`config.mk`:
```
export PLATFORM = sky130hd
export DESIGN_NAME = cdb_arbiter
export DESIGN_NICKNAME = d
export VERILOG_FILES = /design/src/rtl/cdb_arbiter.sv
export SDC_FILE = /design/constraint.sdc
export NUM_CORES = 1
export LEC_CHECK = 0
export ABC_AREA = 1
export BUFFER_PORTS_ARGS = -buffer_cell sky130_fd_sc_hd__buf_2
export CORE_MARGIN = 2
export CORE_UTILIZATION = 35
export CTS_CLUSTER_DIAMETER = 100
export CTS_CLUSTER_SIZE = 30
export DETAILED_ROUTE_END_ITERATION = 8
export PLACE_DENSITY = 0.55
export SLEW_MARGIN = 10
export SYNTH_ARGS = -nofsm -noshare
export SYNTH_HDL_FRONTEND = slang
export SYNTH_SLANG_ARGS = --single-unit
```
`constraint.sdc`:
```
create_clock -name clock -period 29.7 [get_ports clock]
set_input_delay 2.97 -clock clock [delete_from_list [all_inputs] [get_ports clock]]
set_output_delay 2.97 -clock clock [all_outputs]
set_load 0.1 [all_outputs]
```
`src/rtl/cdb_arbiter.sv`:
```
// Completion-bus arbiter: one holding register per functional unit, rotating-priority
// selection of up to three results per cycle onto a registered 3-wide broadcast.
module cdb_arbiter #(
    parameter int          NUM_FU  = 5,
    parameter int          PR      = 6,
    parameter int          XLEN    = 32,
    parameter logic [PR-1:0] ZERO_PR = '0
) (
    input  logic                        clock,
    input  logic                        reset,
    input  logic                        squash,
    input  logic [NUM_FU-1:0]           fu_valid,
    input  logic [NUM_FU-1:0][PR-1:0]   fu_tag,
    input  logic [NUM_FU-1:0][XLEN-1:0] fu_data,
    output logic [NUM_FU-1:0]           fu_ready,
    output logic [PR-1:0]               cdb_t0,
    output logic [PR-1:0]               cdb_t1,
    output logic [PR-1:0]               cdb_t2,
    output logic [2:0][XLEN-1:0]        cdb_data,
    output logic [1:0]                  cdb_count
);

    localparam int PW = (NUM_FU > 1) ? $clog2(NUM_FU) : 1;

    logic [NUM_FU-1:0]           hold_valid;
    logic [NUM_FU-1:0][PR-1:0]   hold_tag;
    logic [NUM_FU-1:0][XLEN-1:0] hold_data;
    logic [PW-1:0]               rr_ptr;

    logic [NUM_FU-1:0]           grant;
    logic [2:0][PW-1:0]          sel;
    logic [2:0]                  slot_used;
    logic [1:0]                  slot_cnt;
    logic [PW-1:0]               last_idx;
    logic [PW:0]                 sum;
    logic [PW-1:0]               idx;
    logic [2:0][PR-1:0]          cdb_tag;

    // Scan from rr_ptr with wraparound; the first three occupied holds fill slots 0..2.
    always_comb begin
        grant     = '0;
        sel       = '0;
        slot_used = '0;
        slot_cnt  = '0;
        last_idx  = rr_ptr;
        sum       = '0;
        idx       = '0;
        for (int k = 0; k < NUM_FU; k++) begin
            sum = {1'b0, rr_ptr} + (PW+1)'(k);
            if (sum >= (PW+1)'(NUM_FU))
                sum = sum - (PW+1)'(NUM_FU);
            idx = sum[PW-1:0];
            if (hold_valid[idx] && (slot_cnt != 2'd3)) begin
                grant[idx]          = 1'b1;
                sel[slot_cnt]       = idx;
                slot_used[slot_cnt] = 1'b1;
                slot_cnt            = slot_cnt + 2'd1;
                last_idx            = idx;
            end
        end
    end

    assign fu_ready = ~hold_valid | grant;

    always_ff @(posedge clock or posedge reset) begin
        if (reset) begin
            hold_valid <= '0;
            hold_tag   <= '0;
            hold_data  <= '0;
            rr_ptr     <= '0;
            cdb_tag    <= {3{ZERO_PR}};
            cdb_data   <= '0;
            cdb_count  <= '0;
        end else if (squash) begin
            hold_valid <= '0;
            cdb_tag    <= {3{ZERO_PR}};
            cdb_data   <= '0;
            cdb_count  <= '0;
        end else begin
            for (int i = 0; i < NUM_FU; i++) begin
                if (grant[i])
                    hold_valid[i] <= 1'b0;
                // Zero-tag results are accepted but never held.
                if (fu_valid[i] && fu_ready[i] && (fu_tag[i] != ZERO_PR)) begin
                    hold_valid[i] <= 1'b1;
                    hold_tag[i]   <= fu_tag[i];
                    hold_data[i]  <= fu_data[i];
                end
            end
            for (int s = 0; s < 3; s++) begin
                if (slot_used[s]) begin
                    cdb_tag[s]  <= hold_tag[sel[s]];
                    cdb_data[s] <= hold_data[sel[s]];
                end else begin
                    cdb_tag[s]  <= ZERO_PR;
                    cdb_data[s] <= '0;
                end
            end
            cdb_count <= slot_cnt;
            if (slot_cnt != 2'd0) begin
                if (last_idx == PW'(NUM_FU - 1))
                    rr_ptr <= '0;
                else
                    rr_ptr <= last_idx + PW'(1);
            end
        end
    end

    assign cdb_t0 = cdb_tag[0];
    assign cdb_t1 = cdb_tag[1];
    assign cdb_t2 = cdb_tag[2];

endmodule

```
== Yosys cells after proc, flatten, opt, wreduce, memory -nomap -nowiden ==
Index checks and enable logic that the tools add are counted.

* Add/subtract/negate cells: 14
* Multipliers: 0
* Div/mod/pow operators: 0
* $lt $le $gt $ge: 26
* Equal/unequal tests: 5
* Shift-type cells: 0
* Multiplexer cells: 103
* Bitwise logic cells: 11
* Reductions and logical operators: 40

{| class="wikitable"
|+ Operators by type and width
! operator !! number
|-
| binary-select mux 32 bit (select 3 bit) || 3
|-
| 2-to-1 mux 32 bit || 6
|-
| 2-to-1 mux 96 bit || 1
|-
| 2-to-1 mux 3 bit || 20
|-
| binary-select mux 6 bit (select 3 bit) || 3
|-
| bitwise mux 9 bit || 4
|-
| 2-to-1 mux 6 bit || 6
|-
| 2-to-1 mux 9 bit || 4
|-
| less-than comparator 3 x 4 -> 1 bit (second input constant) || 8
|-
| 2-to-1 mux 5 bit || 6
|-
| nonzero test 6 bit || 5
|-
| 2-to-1 mux 1 bit || 26
|-
| OR 5 bit || 5
|-
| demux 3 bit (select 2 bit) || 4
|-
| logical AND 1 bit || 23
|-
| 2-to-1 mux 18 bit || 1
|-
| greater-or-equal comparator 4 x 3 -> 1 bit (second input constant) || 4
|-
| binary-select mux 1 bit (select 3 bit) || 5
|-
| demux 1 bit (select 3 bit) || 5
|-
| greater-or-equal comparator 3 x 1 -> 1 bit (second input constant) || 5
|-
| nonzero test 3 bit || 5
|-
| subtractor 3 bit (second input constant) || 5
|-
| less-than comparator 2 x 3 -> 1 bit (second input constant) || 4
|-
| AND reduction 2 bit || 6
|-
| other kinds (16) || 35
|}

* Register bits: 314
* Bits in latches: 0
* RAM bits: 0
* Bits in read-only memories: 0
* Input bits: 198
* Memories kept: 0

== Logic depth before layout (Yosys ltp) ==
* Depth in word-level cells: 24
* Mapped depth: 36

== Worst setup path before layout ==
Ideal clock, no wire load.

* Path type: register to output
* From: reg rr_ptr[0]
* To: out fu_ready[2]
* Arrival: 4788 ps
* Required time: 26730 ps
* Setup slack: 21942 ps
* Stages on the path, launching flop included: 28
* Path buffers: 1
* Cells stage by stage: dfrtp_1 inv_2 ha_1 ha_1 inv_1 nand2_1 nand2_1 inv_1 nor2_1 nand3_1 nand3_1 inv_1 ha_1 nand2_1 nand3_2 nand2_1 inv_1 ha_1 inv_1 nand2_1 nand2_1 nand2_1 inv_1 o21ai_2 nor2_2 nand2_1 nand2_1 clkbuf_1

* Longest elaborated chain between the ends: 18

{| class="wikitable"
|+ Ends and longest elaborated chain
! what !! RTL line !! text
|-
| start: declaration || 28 || <nowiki>logic [PW-1:0] rr_ptr;</nowiki>
|-
| start signal: assignment || 104 || <nowiki>rr_ptr <= last_idx + PW'(1);</nowiki>
|-
| parallel branches: the longest is 16 deep, another holds adder 3 x 1 -> 4 bit || -- ||
|-
| 2-to-1 mux 5 bit (*) || 53 || <nowiki>if (hold_valid[idx] && (slot_cnt != 2'd3)) begin</nowiki>
|-
| OR 5 bit (*) || 63 || <nowiki>assign fu_ready = ~hold_valid | grant;</nowiki>
|-
| end: declaration || 15 || <nowiki>output logic [NUM_FU-1:0] fu_ready,</nowiki>
|}

Every way passes the cells marked *. The select of a mux whose other input is x is not followed.

== Final worst setup path ==
* From: reg rr_ptr[0]
* To: out fu_ready[1]

Same word-level chain as after synthesis.

==> flow_summary.toml <==
[synth]
synth_cells = 2895
ys_seq_area_share_pct = 40.08
synth_edf_count = 0
yosysUniqueCellTypes = 36
synth_top_area_cell = "dfrtp_1"
synth_most_common_cell = "nand2_1"
synth_commonest_cells = "nand2_1, nand3_1, dfrtp_1, inv_1, a21oi_1"
synth_warnings = 0
ys_ff_latch = 314
yosys-top-cells-area = "dfrtp_1, nand3_1, nand2_1"
synth_area_sq_um = 19600
async_flop_share_pct = 100.0
synth_top_flop_cell = "dfrtp_1"
syn_area_per_cell_sq_um = 6.771
yosysTopAreaCellShare_pct = 40.08
synthesis.nets = 3113

[placed_design]
port-buffer-count = 318
dp_cells = 3786
place_ws_ns = 20.02
dp_hpwl_mm = 60.56
gp_congestion = 0.9305

[global_routing]
grt_pass1_vias = 19820
grt_max_degree = 111
grt_pass1_wl_mm = 131.8
grt_use_total_pct = 30.38
globalRoute.totalOverflow = 0
antenna_found_initial = 0

[clocking]
cts.sinks = 314
h-tree-depth = 1
cts_repair_resize_count = 0
clk_path_buf_depth = 3
cts_root_buf = "clkbuf_16"
clk_latency_ns = 0.57
cts_tree = "yes"
clk_pin_slew_ns = 0.10
post_cts_buffers = 0
cts_hold_buf = 0
cts_buffers = 18

[drt]
vias = 21150
first_iter_violations = 2572
drtPass1Iterations = 6
viasPerCell = 5.541
remaining_drc_errors = 0
ant_nets = 0
routed_wl_mm = 89.02
wl_per_cell_um = 23.32

[critical_path]
r2r-end = "cdb_t1[1]"
worstPathArrival_ns = 7.43
crit_fanout = 39
critPathLaunch = "rr_ptr[0]"
ff2ff_path_depth = 29
end_kind = "primary output"
crit_path_start_kind = "flip-flop"
reg2reg_from = "rr_ptr[0]"
crit_type = "reg -> out"
worstPathRequired_ns = 26.73
rrSetupSlack_ns = 20.94

[floorplanning]
start_util_pct = 35.51
design.portCount = 319
die_w_um = 240.7
dieHeight_um = 240.7
rows = 86
die-area_sq_um = 57920
core_sq_um = 55200

[job]
drv_cap = 0

[sta]
setup-violations-final = 0
period_minus_slack_ns = 10.40
rsz0062_at_grt = "false"
fin_ws_ns = 19.30
tns_ns = 0
worstMarginPinSlew_ns = 1.168
finalHoldViolCount = 0
post-route-period-util_pct = 35.02
slew_headroom_pct = 22.12
slew_violations = 0
fin_skew_ns = 0.04767
fmax_mhz = 96.15

[worst_hold_path]
hp-class = "reg -> reg"
holdCritStartpoint = "hold_data[54]"
hold-path-endpoint = "hold_data[54]"
min_path_cells = 2

[layout]
final_cells = 3817
fillers = 5866
layout-drive-gt1-share_pct = 14.60
final_core_util_pct = 40.11
antenna_cells = 0
nNetsFinal = 3276
areaGrowthSynthToFinish_pct = 12.94

[outcome]
status = "complete, no violations"
## metal layers
layer,vias to the layer above,GRT usage (%),wire length (um)
met4,0,6.230,1922
met5,-,0,0
li1,9693,-,-
met3,134,4.930,8118
met1,10230,44.80,39140
met2,1097,46.83,39840
## cell families (layout without fill, tap and decap cells)
| logic type | after synthesis | in the layout | share of synthesized area (%) |
|---|---|---|---|
| fa+ha+maj | 20 | 20 | 1.353 |
| flops | 314 | 314 | 40.08 |
| compound gates | 209 | 209 | 5.623 |
| buf+inv | 475 | 649 | 10.77 |
| xor+xnor | 3 | 3 | 0.1724 |
| simple gates | 1874 | 1874 | 42.00 |
## layout by cell type (no fill, tap or decap), types with 14 or more instances in the layout
cell	netlist	layout
nand2_1	898	894
nand3_1	820	819
buf_2	106	318
dfrtp_1	314	314
inv_1	251	250
a21oi_1	120	119
nor2_1	107	103
o21ai_0	63	60
buf_4	38	40
clkbuf_16	0	19
ha_1	18	18
nand2_2	12	14
## worst max-delay path: stages (launching register included)
cell	delay [ns]
dfrtp_1	0.79
inv_2	0.25
ha_1	0.29
ha_1	0.56
inv_1	0.27
nand2_1	0.12
nand2_1	0.12
inv_1	0.16
nor2_1	0.08
nand3_1	0.14
nand3_1	0.35
inv_1	0.33
ha_1	0.29
nand2_1	0.10
nand3_2	0.20
nand2_1	0.23
inv_1	0.11
ha_1	0.20
inv_1	0.09
nand2_1	0.25
nand2_1	0.22
nand3_4	0.17
o21ai_1	0.20
nand3_1	0.12
o211ai_1	0.10
buf_4	0.57
buf_2	0.55
## sequential cells by signal, summed over array words and instances, names as in the netlist
name	flops
cdb_t2	6
hold_data	160
cdb_data	96
cdb_t1	6
rr_ptr	3
cdb_t0	6
hold_tag	30
hold_valid	5
cdb_count	2
## worst max path at each step
stage,end,slack [ns]
after global placement,fu_ready[1],20.15
final,fu_ready[1],19.30
after global routing,fu_ready[1],18.87
after detailed placement,fu_ready[1],20.02
after CTS,fu_ready[1],19.41
after floorplan,cdb_count[0],18.04
## final cells by class
class / count / area, sq um / share of cell area, %
clock buffer: 22 / 506.7 / 2.289
inverter: 260 / 983.4 / 4.442
clock inverter: 9 / 167.7 / 0.7573
timing repair buffer: 358 / 1892 / 8.545
tap: 748 / 935.9 / 4.227
sequential: 314 / 7858 / 35.49
multi-input combinational: 2106 / 9796 / 44.25
## per-stage QoR
| step | instance area, sq um | hold slack, ns |
|---|---|---|
| 6_report | 22140 | 0.5403 |
| 5_1_grt | 22140 | 0.5690 |
| 4_1_cts | 22140 | 0.5359 |
| 3_5_place_dp | 21460 | 0.5086 |
| 3_3_place_gp | 21460 | 0.5044 |
| 2_1_floorplan | 19600 | 0.4855 |
Power is left out: the tool's default activity adds up to more than one toggle a clock period on the data nets, which glitch-free logic cannot reach.
